--- src/rtl/sobel_pkg.sv ---
// Shared constants and width helpers for the Sobel edge-magnitude pipeline.
package sobel_pkg;

  localparam logic MODE_L1 = 1'b0;
  localparam logic MODE_L2 = 1'b1;

  // Magnitude width: |gx|+|gy| needs DATA_W+3 bits.
  function automatic int unsigned mag_w(input int unsigned data_w);
    return data_w + 3;
  endfunction

  // Three arithmetic stages, one sqrt stage per root bit, one output stage.
  function automatic int unsigned lat(input int unsigned data_w);
    return mag_w(data_w) + 4;
  endfunction

endpackage

--- src/rtl/sobel_sqrt_pipe.sv ---
// Pipelined restoring integer square root, one root bit per stage (MSB first),
// with a valid bit and an opaque sideband carried alongside each sample.
module sobel_sqrt_pipe #(
  parameter int unsigned IN_W = 21,
  parameter int unsigned SB_W = 1,
  localparam int unsigned ROOT_W = (IN_W + 1) / 2
) (
  input  logic              clk,
  input  logic              rst_n,
  input  logic              in_valid,
  input  logic [IN_W-1:0]   radicand,
  input  logic [SB_W-1:0]   in_sb,
  output logic              out_valid,
  output logic [ROOT_W-1:0] root,
  output logic [SB_W-1:0]   out_sb
);

  localparam int unsigned RW = 2 * ROOT_W + 1;

  logic [RW-1:0]     rem_q  [ROOT_W];
  logic [RW-1:0]     rem_d  [ROOT_W];
  logic [ROOT_W-1:0] root_q [ROOT_W];
  logic [ROOT_W-1:0] root_d [ROOT_W];
  logic [SB_W-1:0]   sb_q   [ROOT_W];
  logic [ROOT_W-1:0] vld_q;

  logic [RW-1:0]     rem_in;
  logic [RW-1:0]     trial;
  logic [ROOT_W-1:0] root_in;
  int unsigned       b;

  // rem holds x - root^2; setting bit b adds (root << (b+1)) + 2^(2b) to root^2.
  always_comb begin
    rem_in  = '0;
    trial   = '0;
    root_in = '0;
    b       = 0;
    for (int unsigned s = 0; s < ROOT_W; s++) begin
      if (s == 0) begin
        rem_in  = RW'(radicand);
        root_in = '0;
      end else begin
        rem_in  = rem_q[s-1];
        root_in = root_q[s-1];
      end
      b     = ROOT_W - 1 - s;
      trial = (RW'(root_in) << (b + 1)) + (RW'(1) << (2 * b));
      if (trial <= rem_in) begin
        rem_d[s]  = rem_in - trial;
        root_d[s] = root_in | (ROOT_W'(1) << b);
      end else begin
        rem_d[s]  = rem_in;
        root_d[s] = root_in;
      end
    end
  end

  always_ff @(posedge clk or negedge rst_n) begin
    if (!rst_n) begin
      vld_q <= '0;
      for (int unsigned s = 0; s < ROOT_W; s++) begin
        rem_q[s]  <= '0;
        root_q[s] <= '0;
        sb_q[s]   <= '0;
      end
    end else begin
      vld_q[0] <= in_valid;
      sb_q[0]  <= in_sb;
      for (int unsigned s = 1; s < ROOT_W; s++) begin
        vld_q[s] <= vld_q[s-1];
        sb_q[s]  <= sb_q[s-1];
      end
      for (int unsigned s = 0; s < ROOT_W; s++) begin
        rem_q[s]  <= rem_d[s];
        root_q[s] <= root_d[s];
      end
    end
  end

  assign out_valid = vld_q[ROOT_W-1];
  assign root      = root_q[ROOT_W-1];
  assign out_sb    = sb_q[ROOT_W-1];

endmodule

--- src/rtl/sobel_param.sv ---
// Streaming 3x3 Sobel gradient magnitude (L1 or floor-L2, per sample) with
// saturation and threshold; fixed latency, one sample per cycle.
module sobel_param
  import sobel_pkg::*;
#(
  parameter int unsigned DATA_W = 8,
  parameter int unsigned OUT_W  = 11
) (
  input  logic              clk,
  input  logic              rst_n,
  input  logic [DATA_W-1:0] matrix_p11,
  input  logic [DATA_W-1:0] matrix_p12,
  input  logic [DATA_W-1:0] matrix_p13,
  input  logic [DATA_W-1:0] matrix_p21,
  input  logic [DATA_W-1:0] matrix_p22,
  input  logic [DATA_W-1:0] matrix_p23,
  input  logic [DATA_W-1:0] matrix_p31,
  input  logic [DATA_W-1:0] matrix_p32,
  input  logic [DATA_W-1:0] matrix_p33,
  input  logic              mean_en,
  input  logic              mode,
  input  logic [OUT_W-1:0]  threshold,
  output logic [OUT_W-1:0]  sobel_data,
  output logic              edge_bit,
  output logic              display_val
);

  localparam int unsigned MAG_W = mag_w(DATA_W);
  localparam int unsigned LAT   = lat(DATA_W);
  localparam int unsigned ABS_W = DATA_W + 2;
  localparam int unsigned SQ_W  = 2 * MAG_W - 1;
  localparam int unsigned SB_W  = 1 + OUT_W + MAG_W;
  localparam logic [MAG_W-1:0] SAT_MAX = MAG_W'((64'd1 << OUT_W) - 64'd1);

  if (LAT != MAG_W + 4) begin : g_lat_check
    $error("sobel_param: pipeline depth does not match LAT");
  end

  // The centre pixel carries no weight in either Sobel kernel.
  logic unused_p22;
  assign unused_p22 = ^matrix_p22;

  function automatic logic [ABS_W-1:0] wsum(input logic [DATA_W-1:0] a,
                                            input logic [DATA_W-1:0] m,
                                            input logic [DATA_W-1:0] c);
    return ABS_W'(a) + (ABS_W'(m) << 1) + ABS_W'(c);
  endfunction

  function automatic logic [ABS_W-1:0] absdiff(input logic [ABS_W-1:0] a,
                                               input logic [ABS_W-1:0] c);
    return (a >= c) ? a - c : c - a;
  endfunction

  // Stage 1: weighted partial sums.
  logic [ABS_W-1:0] gx_pos_q, gx_neg_q, gy_pos_q, gy_neg_q;
  logic             v1_q, mode1_q;
  logic [OUT_W-1:0] thr1_q;

  always_ff @(posedge clk or negedge rst_n) begin
    if (!rst_n) begin
      gx_pos_q <= '0;
      gx_neg_q <= '0;
      gy_pos_q <= '0;
      gy_neg_q <= '0;
      v1_q     <= 1'b0;
      mode1_q  <= MODE_L1;
      thr1_q   <= '0;
    end else begin
      gx_pos_q <= wsum(matrix_p31, matrix_p32, matrix_p33);
      gx_neg_q <= wsum(matrix_p11, matrix_p12, matrix_p13);
      gy_pos_q <= wsum(matrix_p11, matrix_p21, matrix_p31);
      gy_neg_q <= wsum(matrix_p13, matrix_p23, matrix_p33);
      v1_q     <= mean_en;
      mode1_q  <= mode;
      thr1_q   <= threshold;
    end
  end

  // Stage 2: absolute gradients.
  logic [ABS_W-1:0] agx_q, agy_q;
  logic             v2_q, mode2_q;
  logic [OUT_W-1:0] thr2_q;

  always_ff @(posedge clk or negedge rst_n) begin
    if (!rst_n) begin
      agx_q   <= '0;
      agy_q   <= '0;
      v2_q    <= 1'b0;
      mode2_q <= MODE_L1;
      thr2_q  <= '0;
    end else begin
      agx_q   <= absdiff(gx_pos_q, gx_neg_q);
      agy_q   <= absdiff(gy_pos_q, gy_neg_q);
      v2_q    <= v1_q;
      mode2_q <= mode1_q;
      thr2_q  <= thr1_q;
    end
  end

  // Stage 3: L1 sum and sum of squares.
  logic [MAG_W-1:0] l1_q;
  logic [SQ_W-1:0]  sq_q;
  logic             v3_q, mode3_q;
  logic [OUT_W-1:0] thr3_q;

  always_ff @(posedge clk or negedge rst_n) begin
    if (!rst_n) begin
      l1_q    <= '0;
      sq_q    <= '0;
      v3_q    <= 1'b0;
      mode3_q <= MODE_L1;
      thr3_q  <= '0;
    end else begin
      l1_q    <= MAG_W'(agx_q) + MAG_W'(agy_q);
      sq_q    <= SQ_W'(agx_q) * SQ_W'(agx_q) + SQ_W'(agy_q) * SQ_W'(agy_q);
      v3_q    <= v2_q;
      mode3_q <= mode2_q;
      thr3_q  <= thr2_q;
    end
  end

  // Square root; the L1 result rides in the sideband to match its latency.
  logic             sq_valid;
  logic [MAG_W-1:0] root;
  logic [SB_W-1:0]  sq_sb;

  sobel_sqrt_pipe #(
    .IN_W (SQ_W),
    .SB_W (SB_W)
  ) u_sqrt (
    .clk       (clk),
    .rst_n     (rst_n),
    .in_valid  (v3_q),
    .radicand  (sq_q),
    .in_sb     ({mode3_q, thr3_q, l1_q}),
    .out_valid (sq_valid),
    .root      (root),
    .out_sb    (sq_sb)
  );

  logic             sb_mode;
  logic [OUT_W-1:0] sb_thr;
  logic [MAG_W-1:0] sb_l1;
  logic [MAG_W-1:0] mag;
  logic [OUT_W-1:0] sat;

  assign {sb_mode, sb_thr, sb_l1} = sq_sb;

  always_comb begin
    mag = (sb_mode == MODE_L2) ? root : sb_l1;
    sat = (mag > SAT_MAX) ? {OUT_W{1'b1}} : mag[OUT_W-1:0];
  end

  always_ff @(posedge clk or negedge rst_n) begin
    if (!rst_n) begin
      display_val <= 1'b0;
      sobel_data  <= '0;
      edge_bit    <= 1'b0;
    end else begin
      display_val <= sq_valid;
      sobel_data  <= sq_valid ? sat : '0;
      edge_bit    <= sq_valid && (sat >= sb_thr);
    end
  end

endmodule

--- config.mk ---
export PLATFORM = sky130hd
export DESIGN_NAME = sobel_param
export DESIGN_NICKNAME = d
export VERILOG_FILES = /design/src/rtl/sobel_pkg.sv /design/src/rtl/sobel_sqrt_pipe.sv /design/src/rtl/sobel_param.sv
export SDC_FILE = /design/constraint.sdc
export NUM_CORES = 1
export LEC_CHECK = 0
export ABC_CLOCK_PERIOD_IN_PS = 7000
export CAP_MARGIN = 30
export CORE_UTILIZATION = 25
export CTS_CLUSTER_DIAMETER = 60
export DETAILED_ROUTE_END_ITERATION = 8
export DONT_BUFFER_PORTS = 1
export HOLD_SLACK_MARGIN = 0.02
export SYNTH_ARGS = -nofsm -noshare
export SYNTH_HDL_FRONTEND = slang
export SYNTH_SLANG_ARGS = --single-unit
--- constraint.sdc ---
create_clock -name clk -period 7 [get_ports clk]
set_input_delay 0.7 -clock clk [delete_from_list [all_inputs] [get_ports clk]]
set_output_delay 0.7 -clock clk [all_outputs]
set_load 0.02 [all_outputs]
==> impl_metrics.toml, run 1 <==
[final_layout]
final_area_um2 = 36800
antenna_cells = 0
syn_to_final_growth_pct = 14.7
fill_cells = 12800
drive_gt1_share_pct = 6.62
utilization_pct = 28.9
fin_cells = 4349
nNetsFinal = 3134

[clock_network]
clk_pin_slew_ps = 60
htree_levels = 3
cts_sinks = 691
clock_tree.buffer_depth = 3
post-cts-setup-buffer-count = 0
clkLatencyLatePin_ps = 610
cts_root_buffer = "clkbuf_16"
post_cts_resized = 0
cts_tree = "done"
cts_buffers = 76

[sta]
timing.hold.ws_ps = -170
fin_skew_ps = 25.1
worst_pin_slew_ps = 2780
finalHoldViolations = 94
min_period_ps = 6350
slew_viol_final = 516
timing.final.crit_share_pct = 90.6
setup-tns-final_ps = 0
max_slew_margin_pct = -85.2
rsz0062_at_grt = "no"
clock.fmax_mhz = 158
setup_viol = 0

[critical_path]
slowest_delay_ps = 640
cp_common_cell = "fa_1"
cp_slowest_cell = "dfrtp_1"
critPathKind = "reg2reg"
crit_buf_inv = 3
worst-r2r-cell-count = 18
crit_path_end_kind = "flop"
path_cells = "inv_1 -> nor2_1 -> fa_1 -> fa_1 -> inv_1 -> fa_1 -> inv_1 -> fa_1 -> fa_1 -> fa_1 -> ha_1 -> ha_1 -> and4_1 -> o2111ai_1 -> a31oi_1 -> o311a_1 -> nor4_1 -> a311oi_1"
crit_required_ps = 7510
cp_data_arrival_time_ps = 6860
worst_setup_path_start_kind = "flop"
r2r-start = "agy_q[7]$_DFF_PN0_"
crit_start = "agy_q[7]$_DFF_PN0_"
path_max_fanout = 11
critPathTopFamily = "adder cells"
path_depth = 18

[placed_design]
place_area_um2 = 34100
io_buffer_count = 0
place_hpwl_um = 40800
dp.cells = 4208
place.gp.congestion = 0.826

[drt]
firstDrtPassIters = 7
vias = 17800
via_per_inst = 4.08
drc_errors = 2
wl_per_cell_um = 12.7
drtIter0Drc = 965
postRouteAntennaNets = 0
wl_um = 55200

[global_routing]
antenna_found_initial = 5
grt_pass1_wl_um = 93700
grt_pass1_vias = 18600
grt_usage_pct = 8.81
grt_start_max_net_pins = 692
grt-ovfl-total = 0

[floorplan]
die_h_um = 360
row_count = 131
initial_core_util_pct = 25.2
coreArea_um2 = 127000
io_pins = 100
die_area_um2 = 130000
die_x_um = 360

[outcome]
violations = "DRC, hold timing, slew limit"
status = "finished, violations left"

[run]
maxCapViolations = 0

[logic_synthesis]
synth_area_um2 = 32100
yosys_warnings = 0
synth_edf_count = 0
async_flop_share_pct = 100
syn_inst = 2569
synth_cell_type_count = 76
yosysSeqAreaShare_pct = 53.9
ys_seq_elements = 691
syn_avg_cell_area_um2 = 12.5
synth_nets = 3079
synth_ff_type = "dfrtp_1"

[min_path]
hp-class = "in2async"
## worst paths after layout
check | endpoint | slack (ps)
setup reg to reg | sq_q[20]$_DFF_PN0_ | 650
max in group asynchronous | mode1_q$_DFF_PN0_ | 5020
setup / recovery | sq_q[20]$_DFF_PN0_ | 650
hold / removal | thr2_q[2]$_DFF_PN0_ | -170
hold reg to reg | u_sqrt.sb_q[247]$_DFF_PN0_ | 340
min in group clk | thr1_q[3]$_DFF_PN0_ | 100
## registers in the layout (all words and copies together) (netlist names), 21 cells and up
register,count
u_sqrt.sb_q,223
u_sqrt.root_q,45
u_sqrt.rem_in,22
u_sqrt.rem_q,203
u_sqrt.out_sb,23
sq_q,21
## logic make-up (layout without fill, tap and decap cells)
group / Yosys count / count (layout) / share of synthesized area [%]
simple gates: 514 / 514 / 8.48
fa+ha+maj: 423 / 423 / 20.4
xor+xnor: 161 / 161 / 4.39
mux: 35 / 35 / 1.16
other cells: 1 / 1 / 0.0117
buf+inv: 388 / 506 / 4.58
compound gates: 356 / 356 / 7.08
flops: 691 / 691 / 53.9
## metrics by stage
step	setup WS (ps)	hold slack, ps
after global placement	751	332
after floorplan	1020	331
after CTS	623	-238
after global routing	297	-226
after detailed placement	647	335
final	655	-170
## layout by cell type, fill, tap and decap left out, drive strengths merged, types with 7 or more instances in the layout
| cell type | instances |
|---|---|
| nor2b | 23 |
| xor2 | 64 |
| clkinv | 25 |
| inv | 360 |
| nor2 | 106 |
| nor4 | 34 |
| nor3 | 37 |
| ha | 256 |
| o31ai | 11 |
| fa | 167 |
| o21a | 26 |
| nor4b | 8 |
| mux2 | 15 |
| a31oi | 9 |
| clkbuf | 93 |
| a21oi | 91 |
| xnor2 | 97 |
| and2 | 52 |
| a21o | 52 |
| or2 | 9 |
| dfrtp | 691 |
| and3 | 7 |
| nand4b | 8 |
| nand4 | 13 |
| buf | 11 |
| nand2b | 29 |
| bufinv | 11 |
| mux2i | 20 |
| nand2 | 121 |
| nand3 | 25 |
| o21ai | 99 |
| or3 | 13 |
| a211oi | 13 |
## per-layer routing
| metal | track usage, % | part of all wire, % | up-vias |
|---|---|---|---|
| met5 | 0 | 0.024 | - |
| met4 | 3.75 | 3.6 | 2 |
| met3 | 1.58 | 3.4 | 110 |
| met2 | 14.9 | 49 | 252 |
| met1 | 11.0 | 44 | 8827 |
| li1 | - | - | 8561 |
## synthesized netlist by cell type (all sizes together), types with 52 or more instances
library cell | number | area (µm²)
ha | 256 | 3200
a21oi | 91 | 459
fa | 167 | 3340
inv | 354 | 1330
xor2 | 64 | 561
o21ai | 99 | 499
and2 | 52 | 325
nor2 | 106 | 398
dfrtp | 691 | 17300
a21o | 52 | 390
xnor2 | 97 | 850
nand2 | 121 | 454
## area by class of cell
| class | count | area [µm²] | share of cell area, % |
|---|---|---|---|
| clock inverters | 48 | 674 | 1.83 |
| multi-input cells | 1490 | 13300 | 36.2 |
| flip-flops and latches | 691 | 17300 | 47.0 |
| well taps | 1662 | 2080 | 5.65 |
| repair buffers | 11 | 80.1 | 0.218 |
| clock buffers | 93 | 2030 | 5.51 |
| inverters | 354 | 1330 | 3.61 |
Power of run 1 is not shown: default switching activity piles up to over one toggle a cycle in this logic, so the estimate is an artifact.
==> inputs of run 2 (changes only) <==
--- a/config.mk
+++ b/config.mk
@@ -12,6 +12,7 @@
 export DETAILED_ROUTE_END_ITERATION = 8
 export DONT_BUFFER_PORTS = 1
 export HOLD_SLACK_MARGIN = 0.02
+export PLACE_DENSITY = 0.35
 export SYNTH_ARGS = -nofsm -noshare
 export SYNTH_HDL_FRONTEND = slang
 export SYNTH_SLANG_ARGS = --single-unit
==> impl_metrics.toml, run 2 (synthesis results as in run 1) <==
[outcome]
status = "finished, violations left"
violations = "hold timing, slew limit"

[final_layout]
fill_cells = 12800
top_register = "u_sqrt.sb_q"
largest_reg_flops = 223
drive_gt1_share_pct = 7.42
reg_top3 = "u_sqrt.sb_q: 223 flops, u_sqrt.rem_q: 203 flops, u_sqrt.root_q: 45 flops"
final_common_cell = "dfrtp_1"
layout_common_cells = "dfrtp_1 (689), inv_1 (353), ha_1 (256), fa_1 (167), nand2_1 (121)"
nNetsFinal = 3162
antenna_cells = 0
syn_to_final_growth_pct = 16.1

[sta]
worst_pin_slew_ps = 1870
finalHoldViolations = 212
rsz0062_at_grt = "no"
timing.final.crit_share_pct = 94.8
min_period_ps = 6640
timing.hold.ws_ps = -212
fin_skew_ps = 60.0
setup-tns-final_ps = 0
setup_viol = 0
slew_viol_final = 250
max_slew_margin_pct = -24.6
clock.fmax_mhz = 151

[clock_network]
cts_buffers = 87
cts_sinks = 691
clk_pin_slew_ps = 60
post-cts-setup-buffer-count = 0
htree_levels = 3
clock_tree.buffer_depth = 3
cts_tree = "done"
clkLatencyLatePin_ps = 650
cts_root_buffer = "clkbuf_16"
ctsHoldBuffers = 13

[drt]
firstDrtPassIters = 5
via_per_inst = 4.13
wl_per_cell_um = 14.8
wl_um = 65000
drtIter0Drc = 990
postRouteAntennaNets = 0
drc_errors = 0
vias = 18100

[floorplan]
die_area_um2 = 130000
io_pins = 100
row_count = 131
die_x_um = 360
die_h_um = 360
initial_core_util_pct = 25.2
coreArea_um2 = 127000

[placed_design]
place_hpwl_um = 48000
place.gp.congestion = 0.826
io_buffer_count = 0

[critical_path]
cp_data_arrival_time_ps = 7200
crit_required_ps = 7570
worst_setup_path_start_kind = "flop"
crit_path_end_kind = "flop"
critPathKind = "reg2reg"
path_max_fanout = 9

[global_routing]
grt_start_max_net_pins = 692
grt_usage_pct = 10.4
grt-ovfl-total = 0
antenna_found_initial = 0
grt_pass1_vias = 20000
grt_pass1_wl_um = 108000

[run]
maxCapViolations = 0

[min_path]
hp-class = "in2async"
run 2: final timing paths:
kind | start | end | slack, ps | cells past startpoint
hold / removal | rst_n | u_sqrt.sb_q[197]$_DFF_PN0_ | -210 | 0
max in group asynchronous | rst_n | agy_q[5]$_DFF_PN0_ | 5620 | 0
min in group clk | matrix_p31[0] | gy_pos_q[0]$_DFF_PN0_ | 200 | 1
setup / recovery | agy_q[4]$_DFF_PN0_ | sq_q[19]$_DFF_PN0_ | 360 | 20
setup reg to reg | agy_q[4]$_DFF_PN0_ | sq_q[19]$_DFF_PN0_ | 360 | 20
hold reg to reg | u_sqrt.rem_q[187]$_DFF_PN0_ | u_sqrt.rem_q[164]$_DFF_PN0_ | 330 | 0
run 2: worst max-delay path, cell delays in order, from the launching register on:
cell and delay, ps:
dfrtp_1 640, inv_1 260, fa_1 580, inv_1 40
ha_1 270, inv_1 50, fa_1 530, inv_1 50
fa_1 520, fa_1 520, fa_1 540, inv_1 60
fa_1 540, inv_1 50, ha_1 250, nor2_1 210
inv_1 80, o311ai_0 510, o21ai_0 320, a221oi_1 370
xnor2_1 160
run 2: repair_timing:
action | 4_1_cts | 5_1_grt
setup endpoints to repair | 0 | 1
resized for setup | 0 | 2
hold endpoints to repair | 704 | 691
run 2: layer usage:
metal | wire length [µm] | global-route usage [%] | up-vias
met5 | 0 | 0 | -
li1 | - | - | 8617
met2 | 31100 | 16.8 | 266
met3 | 2480 | 2.19 | 115
met1 | 29500 | 13.6 | 9089
met4 | 1950 | 3.80 | 0
run 2: cell type report:
type / count / area, µm² / area share [%]
multi-input cells: 1490 / 13300 / 35.8
repair buffers: 28 / 243 / 0.652
flip-flops and latches: 691 / 17300 / 46.4
well taps: 1662 / 2080 / 5.58
clock inverters: 46 / 539 / 1.45
inverters: 354 / 1330 / 3.57
clock buffers: 112 / 2430 / 6.53
run 2: through the flow:
stage                     hold slack [ps]  setup slack [ps]  instance area [µm²]  std cells  utilization (%)
after global routing                 -270              15.4                37200       4383             29.2
after global placement                332               473                34100       4210             26.8
after floorplan                       331              1020                32100       2569                -
after CTS                            -270               374                37200       4383             29.2
final                                -212               361                37200       4383             29.2
after detailed placement              335               397                34100       4212             26.8
Power of run 2 is left out for the same reason.
==> inputs of run 3 (changes only) <==
--- a/config.mk
+++ b/config.mk
@@ -5,14 +5,15 @@
 export SDC_FILE = /design/constraint.sdc
 export NUM_CORES = 1
 export LEC_CHECK = 0
-export ABC_CLOCK_PERIOD_IN_PS = 7000
 export CAP_MARGIN = 30
+export CELL_PAD_IN_SITES_DETAIL_PLACEMENT = 0
+export CELL_PAD_IN_SITES_GLOBAL_PLACEMENT = 2
 export CORE_UTILIZATION = 25
 export CTS_CLUSTER_DIAMETER = 60
 export DETAILED_ROUTE_END_ITERATION = 8
 export DONT_BUFFER_PORTS = 1
 export HOLD_SLACK_MARGIN = 0.02
-export PLACE_DENSITY = 0.35
+export PLACE_DENSITY = 0.46
 export SYNTH_ARGS = -nofsm -noshare
 export SYNTH_HDL_FRONTEND = slang
 export SYNTH_SLANG_ARGS = --single-unit
==> impl_metrics.toml, run 3 (synthesis results as in run 1) <==
[clock_network]
htree_levels = 3
cts_tree = "done"
post-cts-setup-buffer-count = 0
clk_pin_slew_ps = 50
ctsHoldBuffers = 8
clkLatencyLatePin_ps = 650
post_cts_resized = 0
cts_buffers = 93
cts_sinks = 691
cts_root_buffer = "clkbuf_16"
clock_tree.buffer_depth = 3

[critical_path]
crit_required_ps = 7500
rrSetupSlack_ps = 530
worst-r2r-cell-count = 18
crit_path_end = "sq_q[20]$_DFF_PN0_"
critPathKind = "reg2reg"
r2r_end = "sq_q[20]$_DFF_PN0_"
cp_data_arrival_time_ps = 6970
path_max_fanout = 11
crit_path_end_kind = "flop"
crit_start = "agy_q[9]$_DFF_PN0_"
r2r-start = "agy_q[9]$_DFF_PN0_"
worst_setup_path_start_kind = "flop"

[final_layout]
drive_gt1_share_pct = 8.28
final_common_cell = "dfrtp_1"
nNetsFinal = 3173
layout_common_cells = "dfrtp_1 (691), inv_1 (353), ha_1 (256), fa_1 (167), nand2_1 (121)"
utilization_pct = 29.6
seqCellArea_um2 = 17300
top_register = "u_sqrt.sb_q"
final_area_um2 = 37700
reg_top3 = "u_sqrt.sb_q: 223 flops, u_sqrt.rem_q: 203 flops, u_sqrt.root_q: 45 flops"
multi_input_area_um2 = 13300
syn_to_final_growth_pct = 17.5
largest_reg_flops = 223
fill_cells = 12900

[drt]
vias = 18100
wl_per_cell_um = 15.4
drc_errors = 0
drtIter0Drc = 764
postRouteAntennaNets = 0
via_per_inst = 4.11
wl_um = 68000
firstDrtPassIters = 6

[floorplan]
row_count = 131
die_area_um2 = 130000
initial_core_util_pct = 25.2
io_pins = 100
die_h_um = 360
die_x_um = 360
coreArea_um2 = 127000

[min_path]
hp-class = "in2async"

[sta]
timing.final.crit_share_pct = 92.4
slew_viol_final = 0
clock.fmax_mhz = 155
setup-tns-final_ps = 0
min_period_ps = 6470
rsz0062_at_grt = "no"
setup_viol = 0
finalWorstSetupSlack_ps = 534
max_slew_margin_pct = 28.4
worst_pin_slew_ps = 1070
finalHoldViolations = 0
fin_skew_ps = 26.6

[global_routing]
grt_start_max_net_pins = 692
gr-usage-met2_pct = 17.7
antenna_found_initial = 0
busiest_layer = "met2"
use_met3_pct = 1.81
grtUsageMet1_pct = 14.2
grt_pass1_vias = 20100
grt_usage_pct = 10.8
grt-ovfl-total = 0
grt_pass1_wl_um = 111000

[placed_design]
place.gp.congestion = 0.784
pre_cts_slack_ps = 439
io_buffer_count = 0
place_hpwl_um = 51100
place_area_um2 = 34200

[outcome]
status = "finished clean"

[run]
maxCapViolations = 0
-- run 3: cell types whose count changed in the layout (fill, tap and decap cells not counted), moves of 4 or more --
cell           previous run  this run
buf_16                    0         4
bufinv_16                 6        10
buf_4                    15        20
clkbuf_16                89        95
dlygate4sd3_1            13         8
clkinv_4                  2         9
-- run 3: critical path, stage by stage, from the launching register on --
cell and delay [ps]:
dfrtp_1 650, nand2_1 230, fa_1 550, fa_1 540
inv_1 50, fa_1 500, fa_1 540, fa_1 520
fa_1 560, inv_1 60, fa_1 500, inv_1 40
ha_1 350, o21a_1 150, o2111ai_1 220, a31oi_1 130
o311a_1 410, nor4_1 240, a311oi_1 80
-- run 3: worst min path at each step --
stage                                       end  cells after the start
CTS                         thr1_q[3]$_DFF_PN0_                      0
global placement     u_sqrt.sb_q[145]$_DFF_PN0_                      0
global route                thr1_q[3]$_DFF_PN0_                      1
finish                      thr1_q[3]$_DFF_PN0_                      1
floorplan                     mode2_q$_DFF_PN0_                      0
detailed placement  u_sqrt.out_sb[10]$_DFF_PN0_                      0
-- run 3: layout make-up --
cell class              count  share of cell area [%]
well taps                1662                    5.52
inverters                 354                    3.53
flip-flops and latches    691                    45.9
diodes                      1                 0.00664
clock buffers             115                    6.80
multi-input cells        1490                    35.4
repair buffers             33                   0.943
clock inverters            58                    1.97
-- run 3: metrics by stage --
step                      std cells  hold slack (ps)
after CTS                      4399             -266
final                          4404             18.4
after global routing           4403             23.3
after global placement         4216              331
after floorplan                2569              331
after detailed placement       4218              335
-- run 3: per-layer routing --
| layer | share of wire, % | wire, µm | up-vias |
|---|---|---|---|
| met5 | 0 | 0 | - |
| met4 | 2.6 | 1770 | 0 |
| li1 | - | - | 8649 |
| met2 | 48 | 33000 | 209 |
| met1 | 46 | 31100 | 9152 |
| met3 | 3.2 | 2200 | 110 |
Power of run 3 is left out for the same reason.
